**src/rtl/ff_pkg.sv**
```systemverilog
// Shared constants and types for the limb-serial GF(p) arithmetic blocks.
package ff_pkg;

  localparam logic [255:0] P25519 =
    256'h7fffffff_ffffffff_ffffffff_ffffffff_ffffffff_ffffffff_ffffffff_ffffffed;

  typedef enum logic {
    FF_ADD = 1'b0,
    FF_SUB = 1'b1
  } ff_op_e;

  typedef enum logic [1:0] {
    IDLE,
    RUN,
    FINAL
  } ff_state_e;

  // One spare bit above WIDTH so that a + b never overflows the internal width.
  function automatic int ff_nlimb(input int width, input int limb);
    return (width + limb) / limb;
  endfunction

  function automatic int ff_w1(input int width, input int limb);
    return ff_nlimb(width, limb) * limb;
  endfunction

endpackage

```
**src/rtl/ff_limb_addsub.sv**
```systemverilog
// One LIMB-wide add/subtract slice; cout is the carry when adding and the borrow when subtracting.
module ff_limb_addsub
  import ff_pkg::*;
#(
  parameter int LIMB = 64
) (
  input  logic [LIMB-1:0] x,
  input  logic [LIMB-1:0] y,
  input  logic            sub,
  input  logic            cin,
  output logic [LIMB-1:0] s,
  output logic            cout
);

  logic [LIMB:0] res;

  always_comb begin
    res = '0;
    if (sub) begin
      res = {1'b0, x} - {1'b0, y} - {{LIMB{1'b0}}, cin};
    end else begin
      res = {1'b0, x} + {1'b0, y} + {{LIMB{1'b0}}, cin};
    end
    s    = res[LIMB-1:0];
    cout = res[LIMB];
  end

endmodule

```
**src/rtl/ff_addsub_serial.sv**
```systemverilog
// Limb-serial modular add/sub over GF(p): out = (a op b) mod P, with a lagging correction pass.
// Optional operand range check (range_err port) is compiled in with FF_ADDSUB_RANGE_CHECK_EN.
module ff_addsub_serial
  import ff_pkg::*;
#(
  parameter int WIDTH = 255,
  parameter int LIMB  = 64,
  parameter logic [ff_w1(WIDTH, LIMB)-1:0] P = P25519
) (
  input  logic             clk,
  input  logic             rst_n,
  input  logic             start,
  input  logic             op,
  input  logic [WIDTH-1:0] a,
  input  logic [WIDTH-1:0] b,
  output logic             busy,
  output logic             done,
  output logic [WIDTH-1:0] out
`ifdef FF_ADDSUB_RANGE_CHECK_EN
  ,
  output logic             range_err
`endif
);

  localparam int NLIMB = ff_nlimb(WIDTH, LIMB);
  localparam int W1    = NLIMB * LIMB;
  localparam int CW    = $clog2(NLIMB + 1);
  localparam int NTAB  = 2 ** CW;

  ff_state_e state_q, state_d;
  ff_op_e    op_q, op_d;

  logic [CW-1:0]    cnt_q, cnt_d;
  logic [W1-1:0]    a_q, a_d;
  logic [W1-1:0]    b_q, b_d;
  logic [W1-1:0]    r_q, r_d;
  logic [W1-1:0]    t_q, t_d;
  logic             c1_q, c1_d;
  logic             c2_q, c2_d;
  logic             busy_q, busy_d;
  logic             done_q, done_d;
  logic [WIDTH-1:0] out_q, out_d;

  logic [LIMB-1:0] s1, s2;
  logic            co1, co2;
  logic [CW-1:0]   lag_idx;
  logic [W1-1:0]   t_full;
  logic [W1-1:0]   sel;
  logic            sel_unused;

  // Modulus limbs, padded with zeros so any counter value is a legal index.
  logic [LIMB-1:0] p_limbs [NTAB];

  for (genvar i = 0; i < NTAB; i++) begin : g_p
    if (i < NLIMB) begin : g_real
      assign p_limbs[i] = P[i*LIMB +: LIMB];
    end else begin : g_pad
      assign p_limbs[i] = '0;
    end
  end

  assign lag_idx = cnt_q - CW'(1);

  ff_limb_addsub #(.LIMB(LIMB)) u_pass1 (
    .x    (a_q[LIMB-1:0]),
    .y    (b_q[LIMB-1:0]),
    .sub  (op_q == FF_SUB),
    .cin  (c1_q),
    .s    (s1),
    .cout (co1)
  );

  // Correction runs one limb behind pass 1, reading the limb it just produced.
  ff_limb_addsub #(.LIMB(LIMB)) u_corr (
    .x    (r_q[W1-1 -: LIMB]),
    .y    (p_limbs[lag_idx]),
    .sub  (op_q == FF_ADD),
    .cin  (c2_q),
    .s    (s2),
    .cout (co2)
  );

  assign t_full = {s2, t_q[W1-1:LIMB]};

  always_comb begin
    sel = r_q;
    if (op_q == FF_ADD) begin
      sel = co2 ? r_q : t_full;
    end else begin
      sel = c1_q ? t_full : r_q;
    end
  end

  assign sel_unused = ^sel[W1-1:WIDTH];

`ifdef FF_ADDSUB_RANGE_CHECK_EN
  logic            ca_q, ca_d;
  logic            cb_q, cb_d;
  logic            rerr_q, rerr_d;
  logic [LIMB-1:0] sa_unused, sb_unused;
  logic            coa, cob;

  ff_limb_addsub #(.LIMB(LIMB)) u_range_a (
    .x    (a_q[LIMB-1:0]),
    .y    (p_limbs[cnt_q]),
    .sub  (1'b1),
    .cin  (ca_q),
    .s    (sa_unused),
    .cout (coa)
  );

  ff_limb_addsub #(.LIMB(LIMB)) u_range_b (
    .x    (b_q[LIMB-1:0]),
    .y    (p_limbs[cnt_q]),
    .sub  (1'b1),
    .cin  (cb_q),
    .s    (sb_unused),
    .cout (cob)
  );

  always_comb begin
    ca_d   = ca_q;
    cb_d   = cb_q;
    rerr_d = rerr_q;
    case (state_q)
      IDLE: begin
        if (start) begin
          ca_d = 1'b0;
          cb_d = 1'b0;
        end
      end
      RUN: begin
        ca_d = coa;
        cb_d = cob;
      end
      FINAL: begin
        rerr_d = ~ca_q | ~cb_q;
      end
      default: ;
    endcase
  end

  always_ff @(posedge clk or negedge rst_n) begin
    if (!rst_n) begin
      ca_q   <= 1'b0;
      cb_q   <= 1'b0;
      rerr_q <= 1'b0;
    end else begin
      ca_q   <= ca_d;
      cb_q   <= cb_d;
      rerr_q <= rerr_d;
    end
  end

  assign range_err = rerr_q;
`endif

  always_comb begin
    state_d = state_q;
    op_d    = op_q;
    cnt_d   = cnt_q;
    a_d     = a_q;
    b_d     = b_q;
    r_d     = r_q;
    t_d     = t_q;
    c1_d    = c1_q;
    c2_d    = c2_q;
    busy_d  = busy_q;
    done_d  = 1'b0;
    out_d   = out_q;
    case (state_q)
      IDLE: begin
        if (start) begin
          state_d = RUN;
          busy_d  = 1'b1;
          op_d    = ff_op_e'(op);
          a_d     = W1'(a);
          b_d     = W1'(b);
          r_d     = '0;
          t_d     = '0;
          c1_d    = 1'b0;
          c2_d    = 1'b0;
          cnt_d   = '0;
        end
      end
      RUN: begin
        a_d   = a_q >> LIMB;
        b_d   = b_q >> LIMB;
        r_d   = {s1, r_q[W1-1:LIMB]};
        c1_d  = co1;
        cnt_d = cnt_q + CW'(1);
        if (cnt_q != '0) begin
          t_d  = t_full;
          c2_d = co2;
        end
        if (cnt_q == CW'(NLIMB - 1)) begin
          state_d = FINAL;
        end
      end
      FINAL: begin
        out_d   = sel[WIDTH-1:0];
        done_d  = 1'b1;
        busy_d  = 1'b0;
        state_d = IDLE;
      end
      default: begin
        state_d = IDLE;
        busy_d  = 1'b0;
      end
    endcase
  end

  always_ff @(posedge clk or negedge rst_n) begin
    if (!rst_n) begin
      state_q <= IDLE;
      op_q    <= FF_ADD;
      cnt_q   <= '0;
      a_q     <= '0;
      b_q     <= '0;
      r_q     <= '0;
      t_q     <= '0;
      c1_q    <= 1'b0;
      c2_q    <= 1'b0;
      busy_q  <= 1'b0;
      done_q  <= 1'b0;
      out_q   <= '0;
    end else begin
      state_q <= state_d;
      op_q    <= op_d;
      cnt_q   <= cnt_d;
      a_q     <= a_d;
      b_q     <= b_d;
      r_q     <= r_d;
      t_q     <= t_d;
      c1_q    <= c1_d;
      c2_q    <= c2_d;
      busy_q  <= busy_d;
      done_q  <= done_d;
      out_q   <= out_d;
    end
  end

  assign busy = busy_q;
  assign done = done_q;
  assign out  = out_q;

endmodule

```
**config.mk**
```make
export PLATFORM = sky130hd
export DESIGN_NAME = ff_addsub_serial
export DESIGN_NICKNAME = d
export VERILOG_FILES = /design/src/rtl/ff_pkg.sv /design/src/rtl/ff_limb_addsub.sv /design/src/rtl/ff_addsub_serial.sv
export SDC_FILE = /design/constraint.sdc
export NUM_CORES = 2
export LEC_CHECK = 0
export ABC_AREA = 0
export CORE_MARGIN = 2
export CORE_UTILIZATION = 60
export CTS_CLUSTER_DIAMETER = 150
export DETAILED_ROUTE_END_ITERATION = 8
export PLACE_DENSITY = 0.92
export SETUP_SLACK_MARGIN = 0.15
export SLEW_MARGIN = 40
export SYNTH_ARGS = -nofsm -noshare
export SYNTH_HDL_FRONTEND = slang
export SYNTH_SLANG_ARGS = --single-unit
```
**constraint.sdc**
```tcl
create_clock -name clk -period 14.8 [get_ports clk]
set_input_delay 1.48 -clock clk [delete_from_list [all_inputs] [get_ports clk]]
set_output_delay 1.48 -clock clk [all_outputs]
set_load 0.005 [all_outputs]
```
==> impl_metrics.toml <==
[cells_and_area]
area_delta_synth_final_pct = 17.61
seq_area_sq_mm = 0.03061
nets = 9645
nFillCells = 8256
drive_gt1_share_pct = 4.437
mostFrequentLayoutCells = "nand2_1, dfrtp_1, nor2_1, clkdlybuf4s50_1, a31oi_1"
fin_cells = 10500
multiInputGateArea_sq_mm = 0.03544
design_area_sq_mm = 0.08176
final_common_cell = "nand2_1"

[logic_synthesis]
synth.avg_cell_area_sq_um = 8.168
synth-async-reset-ratio_pct = 100.0
ys.flop_type = "dfrtp_1"
ys_types = 102
synth-edff-count = 0
ys_seq_elements = 1223
seq_area_frac_synth_pct = 44.02
netlist_area_sq_mm = 0.06952
yosys_warnings = 0
synth_cells = 8511
syn-num-nets = 9297

[clocking]
numCtsBuffers = 117
hold_buffers = 0
cts_resized = 0
htree_levels = 3
cts_sinks = 1223
cts.path.max_buffers = 3
clk_pin_slew_ns = 0.08
cts_tree = "done"
clkLatencyLatePin_ns = 0.73
clock-root-buffer = "clkbuf_16"
cts_setup_buffers = 0

[critical_path]
slowest_delay_ns = 0.72
cp.arrival_ns = 8.27
critPathSlowestCell = "ha_4"
crit_chain = "inv_1 -> ha_1 -> inv_1 -> ha_4 -> buf_12 -> nor2_1 -> ha_1 -> inv_1 -> ha_1 -> o21a_1 -> o21ai_0 -> a2111oi_4 -> nor3_2 -> a211o_1 -> a211oi_2 -> o211ai_1 -> mux2_4 -> nand2_8 -> buf_16 -> buf_6 -> nor2_1 -> o41ai_2"
cp-start-kind = "flop"
crit_type = "flop to flop"
cp.required_ns = 15.42
critPathCaptureType = "flop"
crit_family = "buffers and inverters"
cp_num_buf_inv = 6
path_max_fanout = 161

[routing]
wl_per_cell_um = 24.16
postRouteAntennaNets = 0
drc_errors = 4
firstDrtPassIters = 9
drt_iter0_drc = 9002
vias_per_cell = 6.417
vias = 67360
routed_wl_mm = 253.6

[global_routing]
grt_pass1_vias = 64060
antenna_found_initial = 47
grt_pass1_wl_mm = 379.3
grt_max_degree = 213
gr-total-overflow = 0
grt_usage_pct = 41.45

[floorplan]
dieArea_sq_mm = 0.1186
core_area_sq_mm = 0.1147
start_util_pct = 60.63
io_pins = 771
die_w_um = 344.4
fp.dieH_um = 344.4
std_cell_rows = 124

[timing]
drv_slew = 0
fin_ws_ns = 7.155
rsz0062_at_grt = "no"
finalSetupViolCount = 0
worst_slew_pin_slew_ns = 0.9070
final.min_clock_period_ns = 7.645
report.final.hold_viol_count = 0
max-slew-margin-rel_pct = 38.98
fin_skew_ns = 0.02633
max_freq_mhz = 130.8
fin_setup_tns_ns = 0
fin_crit_sh_pct = 51.66

[outcome]
violations = "design-rule violations"
status = "finished with violations"

[min_path]
hold_class = "flop to flop"

[placed_design]
place_congestion = 1.044
place_worst_setup_slack_ns = 7.354
dp.final_hpwl_mm = 179.6
dpl-instance-area_sq_mm = 0.07760
io_buffers = 770
place_inst = 10250

[run]
max_cap_violations = 0
-- registers in the layout, indices dropped and copies added (netlist names) --
name and cells:
busy 1, state_q 2, c1_q 1, b_q 255
op_q 1, r_q 256, cnt_q 3, t_q 192
c2_q 1, a_q 255, out 255, done 1
-- logic make-up (layout without fill, tap and decap cells) --
logic type,count (synthesis),count (layout),share of synthesized area (%)
and+or+nand+nor,3757,3757,22.38
AOI/OAI and AO/OA,2024,2024,18.82
DFF,1223,1223,44.02
buffers and inverters,884,1321,5.201
xor gates and xnor gates,293,293,3.751
adders and majority gates,272,272,4.960
muxes,58,58,0.8603
other,0,37,0
-- per-layer routing --
layer	track usage, %	routed length (um)	vias to the layer above
met3	6.702	23640	863
met4	30.21	21380	16
met2	64.20	114600	4310
met5	0	107	-
li1	-	-	30020
met1	52.95	93950	32150
-- cell usage after synthesis (all sizes together) (75+ instances only) --
master	count	area share, %
o21ai	443	3.2
buf	117	1.1
a22o	145	1.8
xnor2	231	3.0
inv	270	1.5
nor3	78	0.58
dfrtp	1223	44
nand3	267	1.9
clkbuf	495	2.7
ha	266	4.8
a21o	75	0.81
nand2	2164	12
nor2	886	4.8
a31oi	617	5.6
a21oi	323	2.3
-- worst paths after layout --
kind	startpoint	end	slack [ns]	cells past startpoint
max	cnt_q[0]$_DFFE_PN0P_	out[204]$_DFFE_PN0P_	7.15	22
min	r_q[76]$_DFFE_PN0P_	r_q[12]$_DFFE_PN0P_	0.49	2
max reg2reg	cnt_q[0]$_DFFE_PN0P_	out[204]$_DFFE_PN0P_	7.15	22
min reg2reg	r_q[76]$_DFFE_PN0P_	r_q[12]$_DFFE_PN0P_	0.49	2
max in group asynchronous	rst_n	b_q[18]$_DFFE_PN0P_	11.44	5
min in group asynchronous	rst_n	t_q[72]$_DFFE_PN0P_	0.67	1
-- per-stage QoR --
step                hold slack (ns)  util (%)
global route                 0.5125     71.30
detailed placement           0.4689     67.68
floorplan                    0.4603         -
finish                       0.4903     71.31
CTS                          0.4869     71.06
global placement             0.4594     67.33
-- area by class of cell --
| class | instances | share of cell area, % |
|---|---|---|
| Clock buffer | 167 | 4.104 |
| Inverter | 272 | 1.258 |
| Timing Repair Buffer | 841 | 10.79 |
| Clock inverter | 41 | 0.6427 |
| Tap cell | 1512 | 2.314 |
| Sequential cell | 1223 | 37.43 |
| Multi-Input combinational cell | 6404 | 43.34 |
| Antenna cell | 37 | 0.1132 |
-- worst min-delay path, stage by stage, from the launching register on --
cell	delay (ns)
dfrtp_1	0.36
nand2_1	0.06
nand2_1	0.05
Power is left out: the tool's default activity adds up to more than one toggle a clock period on the data nets, which glitch-free logic cannot reach.
